==> src/rtl/stream_loader.sv <==
// stream_loader: packs a valid/ready byte stream into little-endian SIZE_1-bit words and writes them to picture or weight RAM.
module stream_loader #(
  parameter int SIZE_1 = 12,
  parameter int PIC_WORDS = 784,
  parameter int WEI_WORDS = 4500,
  localparam int BYTES = (SIZE_1 + 7) / 8
) (
  input  logic              clk,
  input  logic              rst,
  input  logic              start,
  input  logic              sel,
  input  logic [7:0]        in_data,
  input  logic              in_valid,
  output logic              in_ready,
  output logic [SIZE_1-1:0] data,
  output logic [12:0]       address,
  output logic              we_p,
  output logic              we_w,
  output logic              re_RAM,
  output logic              busy,
  output logic              done
);
  localparam int BW = BYTES > 1 ? $clog2(BYTES) : 1;
  typedef enum logic [1:0] {IDLE, LOAD, FINISH} state_t;
  state_t r_state, w_next;
  logic r_sel, r_pend, r_pic, r_we_p, r_we_w, r_re, r_done;
  logic [BW-1:0] r_bcnt;
  logic [12:0] r_wcnt, r_addr;
  logic [8*BYTES-1:0] r_asm, w_asm;
  logic [SIZE_1-1:0] r_data;
  logic w_acc, w_last_byte, w_last_word;
  assign in_ready = r_state == LOAD && !r_pend;
  assign busy = r_state != IDLE;
  assign w_acc = in_valid && in_ready;
  assign w_last_byte = r_bcnt == BW'(BYTES - 1);
  assign w_last_word = r_wcnt == (r_sel ? 13'(WEI_WORDS - 1) : 13'(PIC_WORDS - 1));
  assign data = r_data;
  assign address = r_addr;
  assign we_p = r_we_p;
  assign we_w = r_we_w;
  assign re_RAM = r_re;
  assign done = r_done;
  always_ff @(posedge clk) r_state <= rst ? IDLE : w_next;
  always_comb begin
    w_next = r_state == IDLE ? (start ? LOAD : IDLE) :
             r_state == LOAD ? (r_pend ? FINISH : LOAD) : IDLE;
    w_asm = r_asm;
    for (int k = 0; k < BYTES; k++)
      if (BW'(k) == r_bcnt) w_asm[8*k +: 8] = in_data;
  end
  always_ff @(posedge clk) begin
    if (rst) begin
      r_sel <= 1'b0;
      r_pend <= 1'b0;
      r_pic <= 1'b0;
      r_we_p <= 1'b0;
      r_we_w <= 1'b0;
      r_re <= 1'b0;
      r_done <= 1'b0;
      r_bcnt <= '0;
      r_wcnt <= '0;
      r_addr <= '0;
      r_asm <= '0;
      r_data <= '0;
    end else begin
      r_we_p <= 1'b0;
      r_we_w <= 1'b0;
      r_done <= r_state == LOAD && r_pend;
      if (r_state == IDLE && start) begin
        r_sel <= sel;
        r_bcnt <= '0;
        r_wcnt <= '0;
        r_pend <= 1'b0;
      end
      if (w_acc) begin
        r_asm <= w_asm;
        r_bcnt <= w_last_byte ? '0 : r_bcnt + 1'b1;
        if (w_last_byte) begin
          r_data <= w_asm[SIZE_1-1:0];
          r_addr <= r_wcnt;
          r_we_p <= !r_sel;
          r_we_w <= r_sel;
          r_wcnt <= r_wcnt + 13'd1;
          r_pend <= w_last_word;
        end
      end
      // re_RAM tracks the state we are entering so it rises with busy falling
      if (r_state == FINISH) begin
        r_pend <= 1'b0;
        if (!r_sel) r_pic <= 1'b1;
      end
      r_re <= w_next == IDLE && (r_pic || (r_state == FINISH && !r_sel));
    end
  end
endmodule

==> config.mk <==
export PLATFORM = sky130hd
export DESIGN_NAME = stream_loader
export DESIGN_NICKNAME = d
export VERILOG_FILES = /design/src/rtl/stream_loader.sv
export SDC_FILE = /design/constraint.sdc
export NUM_CORES = 1
export LEC_CHECK = 0
export CAP_MARGIN = 30
export CORE_MARGIN = 3
export CORE_UTILIZATION = 35
export CTS_CLUSTER_DIAMETER = 80
export DETAILED_ROUTE_END_ITERATION = 8
export PLACE_DENSITY = 0.65
export SYNTH_ARGS = -nofsm -noshare
export SYNTH_HDL_FRONTEND = slang
export SYNTH_SLANG_ARGS = --single-unit
export TNS_END_PERCENT = 50
==> constraint.sdc <==
create_clock -name clk -period 2.05 [get_ports clk]
set_input_delay 0.205 -clock clk [delete_from_list [all_inputs] [get_ports clk]]
set_output_delay 0.205 -clock clk [all_outputs]
set_load 0.1 [all_outputs]
==> results of run 1 <==
-- Yosys cell counts (3+ instances only) --
library cell / n
and3_1: 4
buf_2: 4
nor2_1: 21
clkbuf_1: 9
nand3_1: 7
or3_1: 3
nor4b_1: 3
a21oi_1: 33
xor2_1: 4
nand2_1: 57
inv_1: 3
mux2i_1: 9
dfxtp_1: 56
o211ai_1: 3
and4_1: 3
nand4_1: 3
-- logic make-up after synthesis --
group / count (synthesis) / share of synthesized area, %
adder cells (fa/ha/maj): 2 / 1.136
buffers and inverters: 20 / 4.374
AO/OA/AOI/OAI: 42 / 10.91
XOR/XNOR: 6 / 2.386
AND/OR/NAND/NOR: 115 / 25.68
multiplexers: 10 / 4.602
flip-flops: 56 / 50.91
-- cell type report --
cell class / count / area, µm²
inverter: 4 / 15.01
multi-input combinational: 175 / 989.7
tap: 75 / 93.84
clock buffer: 5 / 68.82
timing repair buffer: 54 / 447.9
sequential: 56 / 1121
clock inverter: 2 / 60.06
fill: 566 / 3194
-- power by group through the flow --
stage | sequential, mW | clock [mW] | combinational [mW]
final | 1.11 | 0.822 | 0.152
after global routing | 1.11 | 0.886 | 0.165
after CTS | 1.11 | 0.846 | 0.154
after detailed placement | 1.13 | 0 | 0.154
after global placement | 1.13 | 0 | 0.152
after floorplan | 1.14 | 0 | 0.0919
-- state kept, by name (all words and copies together), names as in the netlist --
name	count
address	13
r_wcnt	13
data	12
r_asm	8
r_state	2
done	1
r_bcnt	1
r_pend	1
r_pic	1
r_sel	1
re_RAM	1
we_p	1
we_w	1
-- metrics by stage --
step	std cells	hold WS, ps	setup WS [ps]
after floorplan	251	341.0	315.4
after global placement	364	445.4	232.8
after detailed placement	364	447.2	201.5
after CTS	371	460.3	163.2
after global routing	371	475.6	28.47
final	371	458.7	175.1
-- per-layer routing --
| metal | part of all wire, % | track usage (%) |
|---|---|---|
| met1 | 46 | 16.04 |
| met2 | 47 | 22.03 |
| met3 | 5.9 | 4.563 |
| met4 | 1.2 | 4.317 |
| met5 | 0 | 0 |
-- worst min-delay path: stages (launching register included) --
cell     delay (ps)
dfxtp_1         320
nand2_1          50
a21oi_1          50
-- worst max path at each step --
| stage | slack, ps | depth (start not counted) | end | from |
|---|---|---|---|---|
| after CTS | 160 | 4 | in_ready | r_state[1]$_SDFF_PP0_ |
| after floorplan | 320 | 7 | data[1]$_SDFFE_PP0P_ | r_state[1]$_SDFF_PP0_ |
| after global routing | 30 | 5 | r_wcnt[9]$_SDFF_PP0_ | r_state[1]$_SDFF_PP0_ |
| after detailed placement | 200 | 5 | r_wcnt[9]$_SDFF_PP0_ | r_state[1]$_SDFF_PP0_ |
| final | 180 | 4 | in_ready | r_state[1]$_SDFF_PP0_ |
| after global placement | 230 | 5 | r_wcnt[11]$_SDFF_PP0_ | r_state[1]$_SDFF_PP0_ |
==> results_dict.tcl, run 1 <==
set metrics [dict create \
    clkSinkCount 56 \
    cts_tree "yes" \
    powerDensity_nw_per_um2 744.5 \
    p_total_mw 2.082 \
    cp_top_family "buffers and inverters" \
    ys_seq_area_share_pct 50.91 \
    antenna_found_initial 0 \
    cp-end-kind "output pin" \
    place_hpwl_um 3418 \
    synth_edf_count 0 \
    netSwitchingFraction_pct 21.24 \
    holdBufCountCts 0 \
    clk_path_buf_depth 2 \
    path_clk_slew_ps 90 \
    worst_hold_path.num_cells 2 \
    synth_async_sr_flop_share_pct 0 \
    grt_overflow 0 \
    synth-seq-cells 56 \
    die_x_um 85.32 \
    cp_slowest_stage_delay_ps 440 \
    nNetsFinal 311 \
    die_area_um2 7280 \
    core-area_um2 5991 \
    crit_fanout 12 \
    grt_pass1_vias 1725 \
    synth_area_leaders "dfxtp_1 51%, nand2_1 9.7%, a21oi_1 7.5%, mux2i_1 4.1%, nor2_1 3.6%" \
    worstHoldEndpoint "address[7]$_SDFFE_PP0P_" \
    min_path_type "register to register" \
    reg2reg_depth 5 \
    crit_path_cell_trace "or3b_4 > inv_2 > buf_4 > buf_12" \
    clock_power_share_pct 39.5 \
    numCtsBuffers 5 \
    die_h_um 85.32 \
    row_count 28 \
    p_int_mw 1.640 \
    rsz0062_at_grt "false" \
    crit_required_ps 1850 \
    placed_area_um2 2668 \
    hp-start "address[7]$_SDFFE_PP0P_" \
    finalSetupViolCount 0 \
    stdcell_area_um2 2796 \
    p_comb_share_pct 7.3 \
    num_vias 1839 \
    worst_skew_pair.late_latency_ps 310 \
    grt_usage_pct 13.26 \
    max_freq_ghz 0.5334 \
    worst-path-buf-inv 3 \
    rr_startpoint "r_state[1]$_SDFF_PP0_" \
    synth-warning-count 0 \
    grt_max_degree 19 \
    portBuffers 43 \
    r2r_end "r_wcnt[9]$_SDFF_PP0_" \
    synth_ff_type "dfxtp_1" \
    cts-resized-gates 0 \
    pwr-share-seq_pct 53.2 \
    p_sw_uw 442.2 \
    drive_gt1_share_pct 20.27 \
    synth.top_cell.area_share_pct 50.91 \
    hold_violations 0 \
    mappedNetlistNets 266 \
    slew_violations 0 \
    post-route-min-period_ps 1875 \
    syn_area_per_cell_um2 8.773 \
    layout_commonest_cell "nand2_1" \
    wirelength_um 4636 \
    clock_skew_ps 5.453 \
    diodes 0 \
    syn2layout_area_growth_pct 26.99 \
    tightest_slew_ps 303.0 \
    firstDrtPassIters 4 \
    vias_per_cell 4.957 \
    synth_top_cell_by_area "dfxtp_1" \
    cts-htree-levels 2 \
    final_cell_mix "57 x nand2_1, 56 x dfxtp_1, 41 x buf_4" \
    post-cts-setup-buffers 0 \
    rrSetupSlack_ps 180 \
    cp_slowest_cell "or3b_4" \
    io_pins 44 \
    grt_pass1_wl_um 7852 \
    synth_area_um2 2202 \
    fin_tns_setup_ps 0 \
    worstSetupStartpointType "register" \
    finalCritPeriodShare_pct 91.46 \
    leakage_nw 1.054 \
    start_util_pct 36.76 \
    ir_drop_v 0.0002925 \
    wl_per_cell_um 12.50 \
    syn_inst 251 \
    max_slew_margin_pct 79.77 \
    finalCoreUtilization_pct 46.68 \
    root_buffer "clkbuf_8" \
    status "complete, no violations" \
    ant_nets 0 \
    place_congestion 0.8096 \
    cap_violations 0 \
    critPathKind "register to output pin" \
    drc 0 \
    yosysUniqueCellTypes 40 \
    arrival_ps 1670 \
    drt-initial-drc-count 121 \
]
Power figures use the tool's default switching activity.
==> run 2: changes to the inputs <==
- TNS_END_PERCENT: 50 -> 10
==> results of run 2 <==
No change in the layout: final DEF, timing and power equal those of run 1.
